==> src/rtl/program_loader.sv <==
// Run-time program loader: turns a length-prefixed, XOR-checksummed byte stream
// into little-endian instruction words written through the program memory port.
module program_loader #(
  parameter int MEMORY_DEPTH = 32,
  parameter int DATA_WIDTH   = 32
) (
  input  logic                  clk,
  input  logic                  reset,
  input  logic                  Start,
  input  logic [7:0]            ByteIn,
  input  logic                  ByteValid,
  output logic                  ByteReady,
  output logic                  WriteEnable,
  output logic [DATA_WIDTH-1:0] WriteAddress,
  output logic [DATA_WIDTH-1:0] WriteData,
  output logic                  Busy,
  output logic                  Done,
  output logic                  Error,
  output logic                  CpuHold
);

  localparam int BYTES = DATA_WIDTH / 8;
  localparam int BCW   = (BYTES > 1) ? $clog2(BYTES) : 1;
  localparam logic [16:0]     DEPTH_L   = 17'(MEMORY_DEPTH);
  localparam logic [BCW-1:0]  LAST_BYTE = BCW'(BYTES - 1);
  localparam logic [DATA_WIDTH-1:0] BYTES_W = DATA_WIDTH'(BYTES);

  typedef enum logic [2:0] {
    S_IDLE, S_LEN_LO, S_LEN_HI, S_DATA, S_CHECK, S_DONE, S_ERROR
  } state_t;

  state_t                state_q, state_d;
  logic [15:0]           len_q, len_d;
  logic [15:0]           idx_q, idx_d;
  logic [BCW-1:0]        bcnt_q, bcnt_d;
  logic [7:0]            xor_q, xor_d;
  logic [DATA_WIDTH-1:0] word_q, word_d;
  logic [DATA_WIDTH-1:0] wdata_q, wdata_d;
  logic [DATA_WIDTH-1:0] waddr_q, waddr_d;
  logic                  we_q, we_d;

  logic                  busy;
  logic                  accept;
  logic [15:0]           len_full;
  logic [DATA_WIDTH-1:0] asm_word;

  always_comb begin
    busy     = (state_q == S_LEN_LO) || (state_q == S_LEN_HI) ||
               (state_q == S_DATA)   || (state_q == S_CHECK);
    accept   = ByteValid && busy;
    len_full = {ByteIn, len_q[7:0]};

    // Current word with the incoming byte dropped into its lane.
    asm_word = word_q;
    for (int b = 0; b < BYTES; b++) begin
      if (bcnt_q == BCW'(b)) asm_word[b*8 +: 8] = ByteIn;
    end

    state_d = state_q;
    len_d   = len_q;
    idx_d   = idx_q;
    bcnt_d  = bcnt_q;
    xor_d   = xor_q;
    word_d  = word_q;
    wdata_d = wdata_q;
    waddr_d = waddr_q;
    we_d    = 1'b0;

    unique case (state_q)
      S_IDLE, S_DONE, S_ERROR: begin
        if (Start) begin
          state_d = S_LEN_LO;
          len_d   = '0;
          idx_d   = '0;
          bcnt_d  = '0;
          xor_d   = '0;
        end
      end
      S_LEN_LO: begin
        if (accept) begin
          len_d[7:0] = ByteIn;
          state_d    = S_LEN_HI;
        end
      end
      S_LEN_HI: begin
        if (accept) begin
          len_d = len_full;
          if ({1'b0, len_full} > DEPTH_L) state_d = S_ERROR;
          else if (len_full == 16'd0)     state_d = S_CHECK;
          else                            state_d = S_DATA;
        end
      end
      S_DATA: begin
        if (accept) begin
          xor_d  = xor_q ^ ByteIn;
          word_d = asm_word;
          if (bcnt_q == LAST_BYTE) begin
            // Word complete: the strobe goes out next cycle with this index.
            bcnt_d  = '0;
            wdata_d = asm_word;
            waddr_d = DATA_WIDTH'(idx_q) * BYTES_W;
            we_d    = 1'b1;
            idx_d   = idx_q + 16'd1;
            if (idx_q == len_q - 16'd1) state_d = S_CHECK;
          end else begin
            bcnt_d = bcnt_q + BCW'(1);
          end
        end
      end
      S_CHECK: begin
        if (accept) state_d = (ByteIn == xor_q) ? S_DONE : S_ERROR;
      end
      default: state_d = S_IDLE;
    endcase
  end

  always_ff @(posedge clk or posedge reset) begin
    if (reset) begin
      state_q <= S_IDLE;
      len_q   <= '0;
      idx_q   <= '0;
      bcnt_q  <= '0;
      xor_q   <= '0;
      word_q  <= '0;
      wdata_q <= '0;
      waddr_q <= '0;
      we_q    <= 1'b0;
    end else begin
      state_q <= state_d;
      len_q   <= len_d;
      idx_q   <= idx_d;
      bcnt_q  <= bcnt_d;
      xor_q   <= xor_d;
      word_q  <= word_d;
      wdata_q <= wdata_d;
      waddr_q <= waddr_d;
      we_q    <= we_d;
    end
  end

  assign ByteReady    = busy;
  assign Busy         = busy;
  assign Done         = (state_q == S_DONE);
  assign Error        = (state_q == S_ERROR);
  assign CpuHold      = (state_q != S_DONE);
  assign WriteEnable  = we_q;
  assign WriteAddress = waddr_q;
  assign WriteData    = wdata_q;

endmodule
==> config.mk <==
export PLATFORM = sky130hd
export DESIGN_NAME = program_loader
export DESIGN_NICKNAME = d
export VERILOG_FILES = /design/src/rtl/program_loader.sv
export SDC_FILE = /design/constraint.sdc
export NUM_CORES = 1
export LEC_CHECK = 0
export ABC_AREA = 1
export ABC_CLOCK_PERIOD_IN_PS = 4700
export CAP_MARGIN = 20
export CORE_ASPECT_RATIO = 0.7
export CORE_UTILIZATION = 55
export CTS_BUF_LIST = sky130_fd_sc_hd__clkbuf_16
export DETAILED_ROUTE_END_ITERATION = 8
export GPL_TIMING_DRIVEN = 0
export PLACE_DENSITY = 0.79
export SKIP_LAST_GASP = 1
export SLEW_MARGIN = 30
export SYNTH_ARGS = -nofsm -noshare
export SYNTH_HDL_FRONTEND = slang
export SYNTH_SLANG_ARGS = --single-unit
==> constraint.sdc <==
create_clock -name clk -period 4.7 [get_ports clk]
set_input_delay 0.47 -clock clk [delete_from_list [all_inputs] [get_ports clk]]
set_output_delay 0.47 -clock clk [all_outputs]
set_load 0.01 [all_outputs]
==> results of run 1 <==
-- cell type report --
cell class                 instances  area [sq um]
clock inverter                    15           130
buffer                            50           284
clock buffer                      17           425
tap                              153           191
multi-input combinational        580          2790
timing repair buffer              58           598
fill                             924          3330
sequential                       126          3150
inverter                         103           394
-- state kept, by name, summed over array words and instances, names as in the netlist --
signal / flops
WriteAddress: 16
WriteData: 32
WriteEnable: 1
bcnt_q: 2
idx_q: 16
len_q: 16
state_q: 3
word_q: 32
xor_q: 8
-- how the worst max path moves through the flow --
stage          depth (start not counted)          endpoint
6_report                               6         ByteReady
5_1_grt                                6         ByteReady
4_1_cts                                6         ByteReady
3_5_place_dp                           6         ByteReady
3_3_place_gp                           2        word_q[23]
2_1_floorplan                          1  WriteAddress[10]
-- critical path, stage by stage (launching register included) --
cell             delay [ns]
dfrtp_1                0.36
buf_2                  0.17
nor3_2                 0.59
inv_1                  0.21
nand3_1                0.21
buf_4                  0.13
clkdlybuf4s50_1        0.52
-- placed cells by master (no fill, tap or decap), types with 8 or more instances in the layout --
cell type and instances:
nand2_1 267, dfrtp_1 126, o21ai_0 99, inv_1 97, clkdlybuf4s50_1 57, nand3_1 51, nor2_1 44, buf_4 19
clkbuf_16 17, o21ai_1 16, conb_1 16, clkbuf_1 15, buf_2 14, a21oi_1 14, xor2_1 13, nor3_1 8
-- through the flow --
step	setup TNS [ns]	cells	power, uW	hold WS (ns)	setup slack (ns)
4_1_cts	0	1102	4340	0.472	1.65
3_5_place_dp	0	1070	3080	0.457	2.10
3_3_place_gp	-105.39	1069	3020	0.455	-0.847
6_report	0	1102	4370	0.466	1.63
5_1_grt	0	1102	4690	0.494	1.56
2_1_floorplan	0	859	2650	0.474	0.874
-- per-layer routing --
layer	track usage (%)	routed length (microns)
met4	8.81	291
met1	42.2	7790
met2	43.9	7130
met5	0	0
met3	8.51	1600
-- logic make-up (layout without fill, tap and decap cells) --
logic type | after synthesis | count (layout) | share of synthesized area, %
other | 1 | 16 | 0.0572
flip-flops | 126 | 126 | 48.1
AND/OR/NAND/NOR | 397 | 397 | 26.6
buffers and inverters | 153 | 243 | 10.2
AO/OA/AOI/OAI | 143 | 143 | 11.5
XOR/XNOR | 18 | 18 | 2.41
adder cells (fa/ha/maj) | 6 | 6 | 1.15
-- power breakdown --
part	switching (uW)	total, uW	internal [uW]
clock	477	1240	766
combinational	1110	1660	559
sequential	131	1460	1330
total	1710	4370	2650
==> impl_metrics.ini, run 1 <==
[yosys]
syn_inst = 844
ys_seq_area_share_pct = 48.1
yosysMostFrequentCell = nand2_1
synth_cell_types = 39
synth_largest_area_cell = dfrtp_1
synth_common_cells = nand2_1, dfrtp_1, o21ai_0
synth_area_leaders = dfrtp_1, nand2_1, o21ai_0, inv_1, nand3_1
ys_seq_elements = 126
synthFlopType = dfrtp_1
async_reset_ff_share_pct = 100
postSynthAreaPerCell_sq_um = 7.76
yosysWarnings = 0
synth_edf_count = 0
syn_area_sq_um = 6550
synth_top_area_share_pct = 48.1

[detailed_routing]
wl_per_cell_microns = 15.3
via_per_inst = 5.39
firstDrtPassIters = 5
postRouteAntennaNets = 0
drc = 0
drt-initial-drc-count = 471
vias = 5939
routed_wl_microns = 16800

[outcome]
status = completed

[die]
initial_core_util_pct = 58.0
die_area_sq_um = 12400
die_x_microns = 132
fp.coreArea_sq_um = 11300
die_y_microns = 93.3
io-pin-count = 82
num_rows = 32

[critical_path]
worst_ep_arrival_time_ns = 2.60
rr_endpoint = state_q[0]
required_ns = 4.23
setup.worst_path.class = flop to primary output
end_kind = primary output
start_kind = flop
startpoint = state_q[2]
r2r_setup_slack_ns = 2.34
reg2reg_from = len_q[0]
path_max_fanout = 9
reg2reg_depth = 15

[power_and_ir_drop]
vdd_drop_max_mv = 0.439
total_leakage_power_uw = 0.00391
power_density_nw_per_um2 = 548

[global_route]
grt_pass1_vias = 5537
grt-ovfl-total = 0
antenna_found_initial = 0
grt_max_degree = 74
grt_pass1_wl_microns = 27800
grt_usage_pct = 29.7

[clock_network]
clk_pin_slew_ns = 0.05
cts_root_buffer = clkbuf_16
cts.sinks = 126
cts_made_buffers = 17
worstSkewPairLatency_ns = 0.42
ctsResizeCount = 0
h-tree-depth = 4
cts_tree = yes
clk_path_buf_depth = 2
hold_buffers = 0
post_cts_buffers = 0

[finish]
area_delta_synth_final_pct = 21.5
diodes = 0
nets = 954
finalInstanceArea_sq_um = 7960
drive_gt1_share_pct = 9.91
utilization_pct = 70.5

[timing]
final_max_slew_viol_count = 0
fmax_mhz = 325
hold_viol_final = 0
fin_crit_ns = 3.07
skew_ns = 0.00833
finalCritPeriodShare_pct = 65.4
max_slew_margin_pct = 48.7
rsz0062_at_grt = false
worstMarginPinSlew_ns = 0.770
finalSetupViolCount = 0

[job]
maxCapViolations = 0

[placed_design]
dpl.hpwl_microns = 11700
io_buffers = 57
dpl-instance-area_sq_um = 7410
finalWeightedCongestion = 0.871

[hold_path]
hold_class = input port to async pin
Power figures use the tool's default switching activity.
==> run 2: changes to the inputs <==
--- a/config.mk
+++ b/config.mk
@@ -6,14 +6,14 @@
 export NUM_CORES = 1
 export LEC_CHECK = 0
 export ABC_AREA = 1
-export ABC_CLOCK_PERIOD_IN_PS = 4700
+export ABC_CLOCK_PERIOD_IN_PS = 2650
 export CAP_MARGIN = 20
 export CORE_ASPECT_RATIO = 0.7
-export CORE_UTILIZATION = 55
+export CORE_UTILIZATION = 51
 export CTS_BUF_LIST = sky130_fd_sc_hd__clkbuf_16
 export DETAILED_ROUTE_END_ITERATION = 8
 export GPL_TIMING_DRIVEN = 0
-export PLACE_DENSITY = 0.79
+export PLACE_DENSITY = 0.77
 export SKIP_LAST_GASP = 1
 export SLEW_MARGIN = 30
 export SYNTH_ARGS = -nofsm -noshare
==> constraint.sdc (replaced) <==
create_clock -name clk -period 2.65 [get_ports clk]
set_input_delay 0.265 -clock clk [delete_from_list [all_inputs] [get_ports clk]]
set_output_delay 0.265 -clock clk [all_outputs]
set_load 0.01 [all_outputs]
==> run 2 against run 1 <==
Effect of this change:
- sequential power is 78% higher
- power is 86% higher
- hold slack worse by 0.19 ns
- critical path depth stayed put
- non-clock buffer count is 8 higher
- routed wire length is 1.2% higher
- clock-buffer cell count stayed put
- largest power group unchanged
- register-to-register slack worse by 2.1 ns
- first-iteration DRC count is 23% higher
- clock skew is 0.0010 ns lower
==> impl_metrics.ini, run 2 (same netlist as run 1, synthesis figures left out) <==
[detailed_routing]
wl_per_cell_microns = 15.2
drt-initial-drc-count = 578
via_per_inst = 5.31
vias = 5938
routed_wl_microns = 17000
postRouteAntennaNets = 0
firstDrtPassIters = 5
drc = 0

[finish]
diodes = 0
area_delta_synth_final_pct = 24.5
layout_commonest_cell = nand2_1
nets = 962
drive_gt1_share_pct = 10.7
most-common-layout-cells = nand2_1, dfrtp_1, o21ai_0
utilization_pct = 65.4

[global_route]
grt_usage_pct = 27.5
grt_pass1_wl_microns = 28000
grt_max_degree = 31
grt-ovfl-total = 0
grt_pass1_vias = 5598
antenna_found_initial = 0

[timing]
rsz0062_at_grt = false
fmax_mhz = 404
final_max_slew_viol_count = 0
fin_crit_ns = 2.48
finalCritPeriodShare_pct = 93.5
worstMarginPinSlew_ns = 0.659
max_slew_margin_pct = 56.1
skew_ns = 0.00730
finalSetupViolCount = 0
final.setup.worst_slack_ns = 0.172
hold_ws_ns = 0.272
hold_viol_final = 0

[clock_network]
clk_path_buf_depth = 2
clk_pin_slew_ns = 0.06
cts_made_buffers = 17
cts.sinks = 126
worstSkewPairLatency_ns = 0.42
hold_buffers = 0
cts_root_buffer = clkbuf_16
cts_tree = yes
h-tree-depth = 4

[power_and_ir_drop]
vdd_drop_max_mv = 0.625
finalPower_uw = 8130
power_switching_uw = 3090
p_comb_share_pct = 37.3
p_clk_share_pct = 30.8
p_int_uw = 5040
power_frac_seq_pct = 31.9
total_leakage_power_uw = 0.00399
netSwitchingFraction_pct = 38.0
power_density_nw_per_um2 = 997

[critical_path]
rr_endpoint = state_q[0]
critPathBufInv = 4
cp_slowest_cell = clkdlybuf4s50_1
critical_path.most_common_cell = inv_2
r2r_setup_slack_ns = 0.27
setup.worst_path.class = flop to primary output
path_max_fanout = 5
reg2reg_from = len_q[0]
worst_ep_arrival_time_ns = 2.21
cp_top_family = buffers and inverters
critPathMaxStageDelay_ns = 0.52
required_ns = 2.38
cp_cell_sequence = inv_2, nor3_4, inv_2, nand3_1, buf_4, clkdlybuf4s50_1
reg2reg_depth = 15
start_kind = flop
end_kind = primary output

[die]
num_rows = 34
fp.coreArea_sq_um = 12500
die_y_microns = 96.8
die_x_microns = 137
io-pin-count = 82
initial_core_util_pct = 52.6
die_area_sq_um = 13300

[placed_design]
place_ws_ns = 0.276
dpl.hpwl_microns = 11800
finalWeightedCongestion = 0.859
io_buffers = 57

[hold_path]
hold_class = input port to async pin

[job]
maxCapViolations = 0

[outcome]
status = completed
run 2: changes by cell type in the layout (fill, tap and decap cells not counted), moves of 2 or more:
cell / previous run / this run
buf_12: 0 / 3
buf_4: 19 / 24
bufinv_16: 2 / 5
clkinv_2: 7 / 4
nor3_4: 2 / 4
run 2: final cells by class:
| cell class | count | area (sq um) |
|---|---|---|
| plain buffers | 50 | 284 |
| clock buffers | 17 | 425 |
| clock inverters | 15 | 201 |
| fillers | 1037 | 4310 |
| inverters | 103 | 390 |
| multi-input cells | 580 | 2800 |
| flip-flops and latches | 126 | 3150 |
| well taps | 162 | 203 |
| repair buffers | 66 | 696 |
run 2: what timing repair did:
action,in CTS,in global routing
endpoints found under the setup margin,2,2
gates resized for setup,2,1
buffers inserted,0,5
pin swaps,0,3
run 2: metrics by stage:
stage	std cells	area, sq um	TNS [ns]
detailed placement	1082	7470	0
floorplan	859	6610	0
finish	1119	8160	0
global placement	1078	7390	-41.16
CTS	1114	8110	0
global route	1119	8160	0
run 2: worst max path at each step:
stage | from | end | slack, ns | cells after the start
after floorplan | len_q[0] | state_q[1] | 0.79 | 15
after global placement | reset | word_q[22] | -0.34 | 2
after detailed placement | state_q[2] | ByteReady | 0.28 | 6
after CTS | state_q[2] | ByteReady | 0.002 | 6
after global routing | state_q[2] | ByteReady | 0.06 | 7
final | state_q[1] | ByteReady | 0.17 | 6
run 2: per-layer routing:
layer  up-vias  GRT usage (%)  wire, microns
met4         0           7.61            307
met1      2807           41.3           8020
met2       257           39.1           7430
met3        34           6.60           1260
met5         -              0              0
li1       2840              -              -
run 2: power by group through the flow:
stage | registers, uW | logic, uW | clock network [uW]
finish | 2600 | 3030 | 2500
floorplan | 2570 | 2120 | 0
global placement | 2590 | 2770 | 0
CTS | 2590 | 2940 | 2510
detailed placement | 2610 | 2870 | 0
global route | 2640 | 3410 | 2610
==> run 3: changes to the inputs <==
--- a/config.mk
+++ b/config.mk
@@ -6,7 +6,6 @@
 export NUM_CORES = 1
 export LEC_CHECK = 0
 export ABC_AREA = 1
-export ABC_CLOCK_PERIOD_IN_PS = 2650
 export CAP_MARGIN = 20
 export CORE_ASPECT_RATIO = 0.7
 export CORE_UTILIZATION = 51
==> results of run 3 <==
Same layout as run 2: the final DEF is identical, and so are final timing and power.
